### src/rtl/operand_entry.sv
// Calculator keypad front end: collects two signed decimal operands and an
// operation from a key strobe stream, presenting them once equals is pressed.
module operand_entry #(
  parameter int MAX_DIGITS = 3
) (
  input  logic       clk,
  input  logic       rst_n,
  input  logic       key_valid,
  input  logic [3:0] key_code,
  output logic [7:0] a,
  output logic [7:0] b,
  output logic       sinal_a,
  output logic       sinal_b,
  output logic [2:0] sel,
  output logic       result_valid,
  output logic       err
);

  localparam int CW = $clog2(MAX_DIGITS + 1);
  localparam logic [CW-1:0] MAX_CNT = CW'(MAX_DIGITS);

  localparam logic [3:0] KEY_ADD   = 4'd10;
  localparam logic [3:0] KEY_MUL   = 4'd12;
  localparam logic [3:0] KEY_SIGN  = 4'd13;
  localparam logic [3:0] KEY_EQ    = 4'd14;
  localparam logic [3:0] KEY_CLEAR = 4'd15;

  typedef enum logic [1:0] {
    ENTER_A,
    ENTER_B,
    SHOW,
    ERROR
  } state_e;

  state_e        state_q, state_d;
  logic [7:0]    a_q, a_d, b_q, b_d;
  logic          sa_q, sa_d, sb_q, sb_d;
  logic [CW-1:0] cnt_a_q, cnt_a_d, cnt_b_q, cnt_b_d;
  logic [2:0]    op_q, op_d;
  logic [2:0]    sel_q, sel_d;
  logic          rv_q, rv_d, err_q, err_d;

  logic          is_digit, is_op;
  logic [7:0]    acc;
  logic [CW-1:0] acc_cnt;
  logic [11:0]   prod;
  logic          fits;
  logic [2:0]    op_onehot;

  assign is_digit = (key_code <= 4'd9);
  assign is_op    = (key_code >= KEY_ADD) && (key_code <= KEY_MUL);

  always_comb begin
    unique case (key_code)
      4'd10:   op_onehot = 3'b100;
      4'd11:   op_onehot = 3'b010;
      4'd12:   op_onehot = 3'b001;
      default: op_onehot = 3'b000;
    endcase
  end

  // Both operand paths share one multiply-accumulate; the state picks the source.
  assign acc     = (state_q == ENTER_B) ? b_q : a_q;
  assign acc_cnt = (state_q == ENTER_B) ? cnt_b_q : cnt_a_q;
  assign prod    = {4'b0, acc} * 12'd10 + {8'b0, key_code};
  assign fits    = (acc_cnt < MAX_CNT) && (prod <= 12'd255);

  // NOTE: every signal assigned here gets a default first so no path leaves
  // it unassigned, which would otherwise infer a latch.
  always_comb begin
    state_d = state_q;
    a_d     = a_q;
    b_d     = b_q;
    sa_d    = sa_q;
    sb_d    = sb_q;
    cnt_a_d = cnt_a_q;
    cnt_b_d = cnt_b_q;
    op_d    = op_q;
    sel_d   = sel_q;
    rv_d    = rv_q;
    err_d   = err_q;

    if (key_valid) begin
      if (key_code == KEY_CLEAR) begin
        state_d = ENTER_A;
        a_d     = '0;
        b_d     = '0;
        sa_d    = 1'b0;
        sb_d    = 1'b0;
        cnt_a_d = '0;
        cnt_b_d = '0;
        op_d    = '0;
        sel_d   = '0;
        rv_d    = 1'b0;
        err_d   = 1'b0;
      end else begin
        unique case (state_q)
          ENTER_A, ENTER_B: begin
            if (is_digit) begin
              if (!fits) begin
                state_d = ERROR;
                a_d     = '0;
                b_d     = '0;
                sa_d    = 1'b0;
                sb_d    = 1'b0;
                cnt_a_d = '0;
                cnt_b_d = '0;
                op_d    = '0;
                err_d   = 1'b1;
              end else if (state_q == ENTER_A) begin
                a_d     = prod[7:0];
                cnt_a_d = cnt_a_q + 1'b1;
              end else begin
                b_d     = prod[7:0];
                cnt_b_d = cnt_b_q + 1'b1;
              end
            end else if (key_code == KEY_SIGN) begin
              if (state_q == ENTER_A) sa_d = ~sa_q;
              else                    sb_d = ~sb_q;
            end else if (is_op) begin
              // Once B has a digit the operation is locked in.
              if (state_q == ENTER_A) begin
                op_d    = op_onehot;
                state_d = ENTER_B;
              end else if (cnt_b_q == '0) begin
                op_d = op_onehot;
              end
            end else if (key_code == KEY_EQ && state_q == ENTER_B) begin
              sel_d   = op_q;
              rv_d    = 1'b1;
              state_d = SHOW;
            end
          end
          SHOW: begin
            if (is_digit) begin
              state_d = ENTER_A;
              a_d     = {4'b0, key_code};
              cnt_a_d = CW'(1);
              b_d     = '0;
              sa_d    = 1'b0;
              sb_d    = 1'b0;
              cnt_b_d = '0;
              op_d    = '0;
              sel_d   = '0;
              rv_d    = 1'b0;
            end
          end
          default: ;
        endcase
      end
    end
  end

  // NOTE: sequential state uses non-blocking assignments only; the reset
  // branch is synchronous and overrides any key sampled on the same edge.
  always_ff @(posedge clk) begin
    if (!rst_n) begin
      state_q <= ENTER_A;
      a_q     <= '0;
      b_q     <= '0;
      sa_q    <= 1'b0;
      sb_q    <= 1'b0;
      cnt_a_q <= '0;
      cnt_b_q <= '0;
      op_q    <= '0;
      sel_q   <= '0;
      rv_q    <= 1'b0;
      err_q   <= 1'b0;
    end else begin
      state_q <= state_d;
      a_q     <= a_d;
      b_q     <= b_d;
      sa_q    <= sa_d;
      sb_q    <= sb_d;
      cnt_a_q <= cnt_a_d;
      cnt_b_q <= cnt_b_d;
      op_q    <= op_d;
      sel_q   <= sel_d;
      rv_q    <= rv_d;
      err_q   <= err_d;
    end
  end

  assign a            = a_q;
  assign b            = b_q;
  assign sinal_a      = sa_q;
  assign sinal_b      = sb_q;
  assign sel          = sel_q;
  assign result_valid = rv_q;
  assign err          = err_q;

endmodule
### config.mk
export PLATFORM = sky130hd
export DESIGN_NAME = operand_entry
export DESIGN_NICKNAME = d
export VERILOG_FILES = /design/src/rtl/operand_entry.sv
export SDC_FILE = /design/constraint.sdc
export NUM_CORES = 1
export LEC_CHECK = 0
export CORE_ASPECT_RATIO = 1.4
export CORE_UTILIZATION = 45
export CTS_BUF_LIST = sky130_fd_sc_hd__clkbuf_8
export DETAILED_ROUTE_END_ITERATION = 8
export GPL_TIMING_DRIVEN = 0
export PLACE_DENSITY = 0.7
export SETUP_SLACK_MARGIN = 0.3
export SYNTH_ARGS = -nofsm -noshare
export SYNTH_HDL_FRONTEND = slang
export SYNTH_SLANG_ARGS = --single-unit
export TNS_END_PERCENT = 1
### constraint.sdc
create_clock -name clk -period 3.95 [get_ports clk]
set_input_delay 0.5925 -clock clk [delete_from_list [all_inputs] [get_ports clk]]
set_output_delay 0.5925 -clock clk [all_outputs]
set_load 0.005 [all_outputs]
* Yosys cells after proc, flatten, opt, wreduce, memory -nomap -nowiden
Index checks and enable logic that the tools add are counted.
** Word-level totals
- Bits in registers :: 32
- Input bits :: 7
- Word-level logic and storage cells :: 137
- Output and inout port bits :: 23
** Operators by class
- Magnitude comparators :: 5
- Multiplexer cells :: 72
- Reduce and logical (&&, ||, !) cells :: 17
- Equal/unequal tests :: 26
- Bitwise logic cells :: 2
- Add/subtract/negate cells :: 3
- $mul :: 1
** Operators with widths (count)
- 8-bit 2-to-1 mux :: 11
- 3-bit 2-to-1 mux :: 13
- 2-bit 2-to-1 mux :: 18
- 4-bit inequality test (second input constant) :: 8
- 8-bit case mux with 2 select lines :: 2
- 4-bit == test (second input constant) :: 6
- 7-bit AND reduction :: 3
- 1-bit 2-to-1 mux :: 19
- 3-bit inequality test (second input constant) :: 6
- 5-bit inequality test (second input constant) :: 3
- 12-bit by 4-bit adder with 12-bit output :: 1
- 12-bit by 8-bit <= comparator with 1-bit output (second input constant) :: 1
- 2-bit case mux with 2 select lines :: 3
- 3-bit case mux with 2 select lines :: 2
- 6-bit AND reduction :: 2
- 8-bit by 3-bit multiplier with 11-bit output (second input constant) :: 1
- 5-bit AND reduction :: 2
- 3-bit case mux with 3 select lines :: 1
- 4-bit <= comparator (second input constant) :: 2
- 1-bit case mux with 2 select lines :: 3
- 2-bit by 1-bit adder with 2-bit output (second input constant) :: 2
- 4-bit >= comparator (second input constant) :: 1
- 2-bit zero test :: 2
- 4-bit AND reduction :: 1
- 9 further kinds :: 13

* Longest topological paths before layout
Gate-level depths: netlist of run 1.
- Word-level depth :: 10
- Gate-level depth with buffers :: 16
- Mapped depth without buffers :: 14

* Worst setup path after synthesis of run 1
Ideal clock, no wire load.
- Path type :: reg2reg
- Start point :: register state_q[0]
- End point :: register cnt_a_q[1]
- Data required time :: 3.833 ns
- Cell stages (with the launch flop) :: 16
- Buffers on the path :: 2
- Data arrival time :: 3.158 ns
- Setup slack :: 0.675 ns
- Period minus slack after synthesis :: 3.275 ns
- Setup time :: 0.117 ns
- Cells stage by stage :: dfxtp_1 nor2b_1 clkbuf_1 nand2_1 nand2_1 ha_1 ha_1 inv_1 fa_1 nand2b_1 nor3_1 and4_1 o2111ai_2 and2_1 buf_6 a32o_1
** Between the ends
- Cells in the longest elaborated chain, start to end :: 10
** RTL lines
- from (decl) :: RTL line 35 : state_e state_q, state_d;
- from (signal assigned) :: RTL line 170 : state_q <= state_d;
- 2-bit by 1-bit == test with 1-bit output :: RTL line 63, 64, 97
- 8-bit 2-to-1 mux :: RTL line 63 : assign acc = (state_q == ENTER_B) ? b_q : a_q;
- 8-bit by 3-bit multiplier with 11-bit output :: RTL line 65 : assign prod = {4'b0, acc} * 12'd10 + {8'b0, key_code};
- 12-bit by 4-bit adder with 12-bit output :: RTL line 65
- 12-bit by 8-bit <= comparator with 1-bit output :: RTL line 66 : assign fits = (acc_cnt < MAX_CNT) && (prod <= 12'd255);
- 1-bit logical AND :: RTL line 66
- 2-bit 2-to-1 mux :: RTL line 100 : if (!fits) begin
- 2-bit 2-to-1 mux :: RTL line 99 : if (is_digit) begin
- 2-bit case mux with 2 select lines :: RTL line 97 : unique case (state_q)
- 2-bit 2-to-1 mux :: RTL line 84 : if (key_code == KEY_CLEAR) begin
- to (signal assigned) :: RTL line 175 : cnt_a_q <= cnt_a_d;
- to (decl) :: RTL line 38 : logic [CW-1:0] cnt_a_q, cnt_a_d, cnt_b_q, cnt_b_d;
Several ways; a longest one is shown, not always the timed one. The select of a mux whose other input is x is not followed.
A chain may end at the register's enable or synchronous reset.

* Final worst setup path of run 1
Same ends and word-level chain as after synthesis.

==> results of run 1 <==
[cell families (layout without fill, tap and decap cells)]
family / count (synthesis) / after routing
and+or+nand+nor: 110 / 110
xor gates and xnor gates: 10 / 10
DFF: 32 / 32
muxes: 21 / 21
adders and majority gates: 19 / 19
buffers and inverters: 29 / 66
AOI/OAI and AO/OA: 61 / 61
[per-stage QoR]
stage	hold WS [ps]	utilization (%)	area, um2	instances	worst slack, ps
2_1_floorplan	438	-	2300	282	675
3_3_place_gp	446	54.4	2650	373	145
3_5_place_dp	458	54.4	2650	373	87.3
4_1_cts	467	56.6	2760	381	303
5_1_grt	490	57.7	2820	383	268
6_report	464	57.7	2820	383	434
[layout by cell type, fill, tap and decap left out, drive strengths merged, types with 3 or more instances in the layout]
master,synthesis,routed
a21oi,18,18
xor2,3,3
mux2i,20,20
nand2b,8,8
xnor2,7,7
nand4,4,4
nand2,51,51
nor2b,5,5
a31oi,3,3
a211oi,3,3
ha,16,16
nor2,10,10
a21o,3,3
clkdlybuf4s50,0,27
buf,5,6
clkbuf,11,17
nand3,15,15
o21ai,10,10
inv,13,14
nor3,5,5
o21a,3,3
dfxtp,32,32
[cells in the mapped netlist (3+ instances only)]
master and n:
ha_1 16, a31oi_1 3, xor2_1 3, nor3_1 5, inv_1 13, a21o_1 3
dfxtp_1 32, nor2b_1 5, nand2b_1 8, nand2_1 51, mux2i_1 20, a21oi_1 17
nor2_1 10, clkbuf_1 11, nand4_1 4, xnor2_1 7, nand3_1 15, o21ai_0 10
[final timing paths]
kind                                           endpoint                    start  cells past startpoint  slack (ps)
worst max-delay path            cnt_a_q[1]$_SDFFE_PN0P_  state_q[0]$_SDFFE_PN0P_                     16         430
worst min-delay path               op_q[0]$_SDFFE_PN0P_     op_q[0]$_SDFFE_PN0P_                      2         460
worst min register to register     op_q[0]$_SDFFE_PN0P_     op_q[0]$_SDFFE_PN0P_                      2         460
worst max register to register  cnt_a_q[1]$_SDFFE_PN0P_  state_q[0]$_SDFFE_PN0P_                     16         430
[sequential cells by signal, summed over array words and instances, names as in the netlist]
name          count
sel               3
op_q              3
sinal_a           1
state_q           2
result_valid      1
a                 8
cnt_b_q           2
err               1
cnt_a_q           2
sinal_b           1
b                 8
[layer usage]
metal / track usage [%] / vias up
li1: - / 1079
met1: 24.7 / 1052
met2: 46.1 / 50
met3: 4.47 / 16
met4: 14.8 / 0
met5: 0 / -
[power breakdown]
part	switching, W	internal, W	total, W
combinational	0.000320	0.000256	0.000577
sequential	0.0000271	0.000359	0.000386
clock	0.000135	0.000185	0.000320
[critical path, cell delays in order, from the launching register on]
cell	delay [ps]
dfxtp_2	350
nor2b_1	130
clkbuf_4	200
nand2_1	90
nand2_1	100
ha_1	300
ha_1	160
inv_1	50
fa_1	410
nor2b_2	160
o22ai_1	100
xnor2_1	260
and4_4	310
o2111ai_2	190
and2_4	220
buf_6	150
a32o_1	210
[area by class of cell]
cell class / instances / area (um2)
buffer: 16 / 90.1
clock buffer: 5 / 68.8
clock inverter: 3 / 38.8
fill: 471 / 2060
inverter: 13 / 48.8
multi-input combinational: 221 / 1560
sequential: 32 / 642
tap: 64 / 80.1
timing repair buffer: 29 / 285
[timing repair]
item | in CTS | in global routing
hold buffers | 0 | 0
pin swaps | 0 | 2
buffers inserted | 0 | 1
setup endpoints to repair | 28 | 28
resized for setup | 2 | 14
gates cloned | 0 | 1
==> impl_metrics.tcl, run 1 <==
set metrics [dict create \
    status "complete, no violations" \
    drt-initial-drc-count 118 \
    critPathMaxFanout 10 \
    powerDensity_mw_per_mm2 456 \
    finalNetCount 343 \
    h-tree-depth 2 \
    setup-tns-final_ps 0 \
    drt-pass1-iter-count 5 \
    tightest_slew_ps 1010 \
    clk_latency_ps 290 \
    wire_per_inst_um 16.6 \
    topRoutingLayerUsed "met4" \
    vias 2197 \
    wl_met3_um 227 \
    clock_skew_ps 8.07 \
    synth-main-ff-cell "dfxtp_1" \
    clkTransAtPathRegs_ps 80 \
    slew_viol_final 0 \
    first_global_vias 2224 \
    ys_ff_latch 32 \
    port_buffers 27 \
    grt_max_degree 11 \
    root_buffer "clkbuf_8" \
    timing.final.hold_violations 0 \
    yosysUniqueCellTypes 55 \
    diodes 0 \
    worstPathArrival_ps 3710 \
    finalPower_w 0.00128 \
    max_clock_freq_ghz 0.284 \
    p_leak_nw 1.11 \
    place.gp.congestion 0.950 \
    synth_simple_gate_area_share_pct 22.7 \
    required_ps 4140 \
    grt_pass1_wl_um 10300 \
    ys.warnings.count 0 \
    seq_area_frac_synth_pct 27.8 \
    synth.largest_area_cell "dfxtp_1" \
    synth-compound-area-share_pct 19.8 \
    irDropWorstVdd_uv 279 \
    async_reset_ff_share_pct 0 \
    io_pins 30 \
    cp-end-kind "flop" \
    cts_tree "done" \
    final.min_clock_period_ps 3520 \
    viasPerCell 5.74 \
    drive_above_1_share_pct 11.6 \
    min_period_over_period_pct 89.0 \
    ctsLongestPathBuffers 2 \
    grt_setup_unrepaired "yes" \
    area_delta_synth_final_pct 22.3 \
    synth-adder-area-share_pct 10.9 \
    netlist_area_mm2 0.00230 \
    remaining_drc_errors 0 \
    max_slew_margin_pct 32.0 \
    rows 30 \
    initial_utilization_pct 47.2 \
    drt-total-wl_um 6350 \
    synthXorXnorAreaFrac_pct 3.80 \
    max-cap-violations 0 \
    synth_area_leaders "dfxtp_1, ha_1, mux2i_1" \
    start_kind "flop" \
    critPathKind "flop to flop" \
    avgSynthCellArea_um2 8.16 \
    route.met2.wl_um 3350 \
    hp-class "flop to flop" \
    grt_antenna_before_repair 0 \
    synth_top_family_by_area "simple AND/OR/NAND/NOR gates" \
    syn-num-nets 307 \
    dieWidth_um 62.5 \
    synth_edf_count 0 \
    clock_sinks 32 \
    core-area_mm2 0.00488 \
    setup_violations 0 \
    overflow 0 \
    die_area_mm2 0.00541 \
    cts_buffers 5 \
    grtUsageTotal_pct 24.4 \
    die_h_um 86.6 \
    ant_nets 0 \
    met1_length_um 2580 \
    hpwl_um 4700 \
    synth_top_area_share_pct 27.8 \
    synth_cells 282 \
    synthMuxAreaShare_pct 9.35 \
]
(Power assumes the default switching activity.)
==> run 2: changes to the inputs <==
- PLACE_DENSITY: 0.7 -> not set
- PLACE_DENSITY_LB_ADDON: not set -> 0.25
==> impl_metrics.tcl, run 2 (synthesis results as in run 1) <==
set metrics [dict create \
    final.min_clock_period_ps 3440 \
    setup-tns-final_ps 0 \
    min_period_over_period_pct 87.1 \
    place.gp.congestion 0.931 \
    grt_pass1_wl_um 10300 \
    timing.final.hold_violations 0 \
    clock_sinks 32 \
    grtUsageTotal_pct 23.8 \
    area_delta_synth_final_pct 24.4 \
    initial_utilization_pct 47.2 \
    ctsLongestPathBuffers 2 \
    clock_skew_ps 8.35 \
    clkTransAtPathRegs_ps 80 \
    hp-class "flop to flop" \
    finish.utilization_pct 58.7 \
    critPathMaxFanout 10 \
    clk_latency_ps 290 \
    grt_setup_unrepaired "yes" \
    vias 2209 \
    cp-end-kind "flop" \
    die_h_um 86.6 \
    grt_max_degree 12 \
    timing.rr.start "state_q[1]$_SDFFE_PN0P_" \
    final_common_cell "nand2_1" \
    tightest_slew_ps 1010 \
    die_area_mm2 0.00541 \
    required_ps 4140 \
    hold_path_startpoint "sel[2]$_SDFFE_PN0P_" \
    cts_tree "done" \
    setup_ws_ps 509 \
    core-area_mm2 0.00488 \
    critPathKind "flop to flop" \
    port_buffers 27 \
    worstPathArrival_ps 3630 \
    drive_above_1_share_pct 13.1 \
    drt-initial-drc-count 262 \
    p_leak_nw 1.11 \
    start_kind "flop" \
    cts_buffers 5 \
    dp_slack_ps 114 \
    powerDensity_mw_per_mm2 459 \
    grt_antenna_before_repair 0 \
    diodes 0 \
    io_pins 30 \
    h-tree-depth 2 \
    slew_viol_final 0 \
    ctsHoldBuffers 0 \
    final_cell_mix "nand2_1, dfxtp_1, clkdlybuf4s50_1" \
    overflow 0 \
    wire_per_inst_um 16.7 \
    max_clock_freq_ghz 0.291 \
    viasPerCell 5.75 \
    drt-total-wl_um 6410 \
    dieWidth_um 62.5 \
    critical_path.startpoint "state_q[1]$_SDFFE_PN0P_" \
    irDropWorstVdd_uv 317 \
    drt-pass1-iter-count 4 \
    rows 30 \
    max_slew_margin_pct 32.1 \
    finalNetCount 344 \
    remaining_drc_errors 0 \
    fin_cells 384 \
    dp_cells 373 \
    hpwl_um 4640 \
    status "complete, no violations" \
    setup_violations 0 \
    ant_nets 0 \
    max-cap-violations 0 \
    root_buffer "clkbuf_8" \
    first_global_vias 2119 \
]
[run 2: area by class of cell]
| cell class | instances | area, um2 |
|---|---|---|
| fillers | 459 | 2020 |
| multi-input cells | 221 | 1590 |
| flip-flops and latches | 32 | 643 |
| repair buffers | 30 | 297 |
| plain buffers | 16 | 97.6 |
| well taps | 64 | 80.1 |
| clock buffers | 5 | 68.8 |
| inverters | 13 | 48.8 |
| clock inverters | 3 | 42.5 |
[run 2: worst max-delay path, stage by stage (launching register included)]
cell and delay, ps:
dfxtp_2 350, nand2b_1 150, buf_6 150, nand2_1 70, nand2_1 90, ha_1 290, ha_1 160, inv_1 50
fa_1 400, nor2b_2 150, o22ai_1 110, xnor2_1 280, and4_4 320, o2111ai_4 170, and2_4 200, buf_6 150
a32o_1 210
[run 2: per-layer routing]
metal	track usage (%)	vias up	share of wire [%]
met5	0	-	0
met4	9.30	0	3.1
met3	3.55	21	3.6
met2	43.8	63	53
met1	27.5	1043	41
li1	-	1082	-
[run 2: where the power goes]
part	leakage (nW)	switching, W	internal, W
sequential	0.261	0.0000280	0.000360
clock	0.0541	0.000137	0.000187
combinational	0.799	0.000334	0.000269
[run 2: worst paths after layout]
path,endpoint,slack [ps],cells past startpoint
worst max-delay path,cnt_a_q[1]$_SDFFE_PN0P_,510,16
worst min-delay path,sel[2]$_SDFFE_PN0P_,470,2
worst max register to register,cnt_a_q[1]$_SDFFE_PN0P_,510,16
worst min register to register,sel[2]$_SDFFE_PN0P_,470,2
[run 2: repair_timing]
item	in CTS	in global routing
endpoints found under the setup margin	26	28
hold endpoints to repair	0	0
cloned	0	1
pin swaps	0	4
setup buffers	0	2
resized for setup	1	25
[run 2: per-stage QoR]
step	hold slack (ps)	power, W	instance area, um2
after global placement	446	0.000932	2650
after detailed placement	458	0.000940	2650
after global routing	484	0.00139	2860
after CTS	469	0.00126	2770
after floorplan	438	0.000776	2300
final	467	0.00131	2860
==> run 3: changes to the inputs <==
- CORE_UTILIZATION: 45 -> 23
==> impl_metrics.tcl, run 3 (synthesis results as in run 1) <==
set metrics [dict create \
    powerDensity_mw_per_mm2 436 \
    clock_skew_ps 12.0 \
    hp-class "flop to flop" \
    dieWidth_um 86.6 \
    final_cell_mix "nand2_1, dfxtp_1, clkdlybuf4s50_1" \
    grt_setup_unrepaired "yes" \
    cpPeakStageDelay_ps 430 \
    core-area_mm2 0.00956 \
    clk_latency_ps 290 \
    critical_path.startpoint "state_q[0]$_SDFFE_PN0P_" \
    worstRegToRegCells 15 \
    root_buffer "clkbuf_8" \
    irDropWorstVdd_uv 121 \
    area_delta_synth_final_pct 25.3 \
    crit_chain "nor2b_1 -> buf_6 -> nand2_1 -> nand2_1 -> ha_1 -> ha_1 -> inv_1 -> fa_1 -> nand2b_1 -> nor3_4 -> and4_4 -> o2111ai_2 -> and2_1 -> buf_6 -> a32o_1" \
    clkTransAtPathRegs_ps 80 \
    overflow 0 \
    grt_antenna_before_repair 0 \
    port_buffers 27 \
    start_kind "flop" \
    crit_path_top_delay_cell "fa_1" \
    final.min_clock_period_ps 3520 \
    finalNetCount 342 \
    diodes 0 \
    cts_tree "done" \
    final_common_cell "nand2_1" \
    critPathKind "flop to flop" \
    vias 2173 \
    worstPathArrival_ps 3710 \
    cts_buffers 5 \
    h-tree-depth 2 \
    ctsHoldBuffers 0 \
    finish.utilization_pct 30.2 \
    timing.final.hold_violations 0 \
    crit_family "simple AND/OR/NAND/NOR gates" \
    remaining_drc_errors 0 \
    ctsLongestPathBuffers 2 \
    io_pins 30 \
    initial_utilization_pct 24.1 \
    rows 42 \
    drive_above_1_share_pct 10.4 \
    die_area_mm2 0.0104 \
    slew_viol_final 0 \
    grt_max_degree 11 \
    drt-pass1-iter-count 4 \
    grtUsageTotal_pct 14.4 \
    min_period_over_period_pct 89.2 \
    setup.worst_path.end "cnt_a_q[1]$_SDFFE_PN0P_" \
    cp-end-kind "flop" \
    fill_cells 1082 \
    required_ps 4140 \
    drt-total-wl_um 7120 \
    max_slew_margin_pct 28.1 \
    place.gp.congestion 0.849 \
    setup_violations 0 \
    finalPower_w 0.00126 \
    tightest_slew_ps 1070 \
    clock_sinks 32 \
    status "complete, no violations" \
    critPathMaxFanout 10 \
    viasPerCell 4.83 \
    max-cap-violations 0 \
    timing.rr.start "state_q[0]$_SDFFE_PN0P_" \
    timing.hold.ws_ps 464 \
    regToRegSetupSlack_ps 430 \
    setup-tns-final_ps 0 \
    crit_buf_inv 3 \
    drt-initial-drc-count 98 \
    cp.depth 15 \
    grt_pass1_wl_um 11300 \
    ant_nets 0 \
    p_leak_nw 1.10 \
    hpwl_um 5350 \
    die_h_um 120 \
    first_global_vias 2222 \
    r2r-end "cnt_a_q[1]$_SDFFE_PN0P_" \
    max_clock_freq_ghz 0.284 \
    wire_per_inst_um 15.8 \
]
run 3: through the flow:
stage / cell area, um2 / std cells / worst slack, ps
after floorplan: 2300 / 282 / 675
after global placement: 2740 / 441 / 0.139
after detailed placement: 2740 / 441 / 4.27
after CTS: 2840 / 449 / 220
after global routing: 2890 / 450 / 259
final: 2890 / 450 / 425
run 3: worst min path at each step:
stage | start | end | slack (ps) | cells past startpoint
after floorplan | op_q[2]$_SDFFE_PN0P_ | op_q[2]$_SDFFE_PN0P_ | 440 | 2
after global placement | op_q[2]$_SDFFE_PN0P_ | op_q[2]$_SDFFE_PN0P_ | 450 | 2
after detailed placement | sel[0]$_SDFFE_PN0P_ | sel[0]$_SDFFE_PN0P_ | 460 | 2
after CTS | op_q[2]$_SDFFE_PN0P_ | op_q[2]$_SDFFE_PN0P_ | 470 | 2
after global routing | op_q[0]$_SDFFE_PN0P_ | sel[0]$_SDFFE_PN0P_ | 490 | 2
final | op_q[2]$_SDFFE_PN0P_ | op_q[2]$_SDFFE_PN0P_ | 460 | 2
run 3: where the power goes:
part	internal (W)	switching (W)
Combinational	0.000260	0.000337
Sequential	0.000359	0.0000296
Clock	0.000139	0.000135
run 3: layout make-up:
type	instances	area (um2)	area share [%]
inverters	13	48.8	1.69
clock buffers	6	82.6	2.86
well taps	132	165	5.72
repair buffers	28	278	9.63
clock inverters	2	11.3	0.390
multi-input cells	221	1560	54.2
plain buffers	16	93.8	3.25
flip-flops and latches	32	642	22.2
run 3: repair_timing:
action                     CTS  global route
gates resized for setup      2            14
buffers inserted             0             1
setup endpoints to repair   28            28
pin swaps                    0             1
run 3: worst min-delay path: stages, from the launching register on:
cell and delay, ps:
dfxtp_1 310, nand2_1 50, mux2i_1 60
run 3: per-layer routing:
metal | track usage [%] | routed length (um) | vias up
met5 | 0 | 0 | -
met4 | 8.96 | 393 | 0
met3 | 2.46 | 268 | 23
met2 | 25.3 | 3620 | 53
met1 | 15.7 | 2840 | 1031
li1 | - | - | 1066
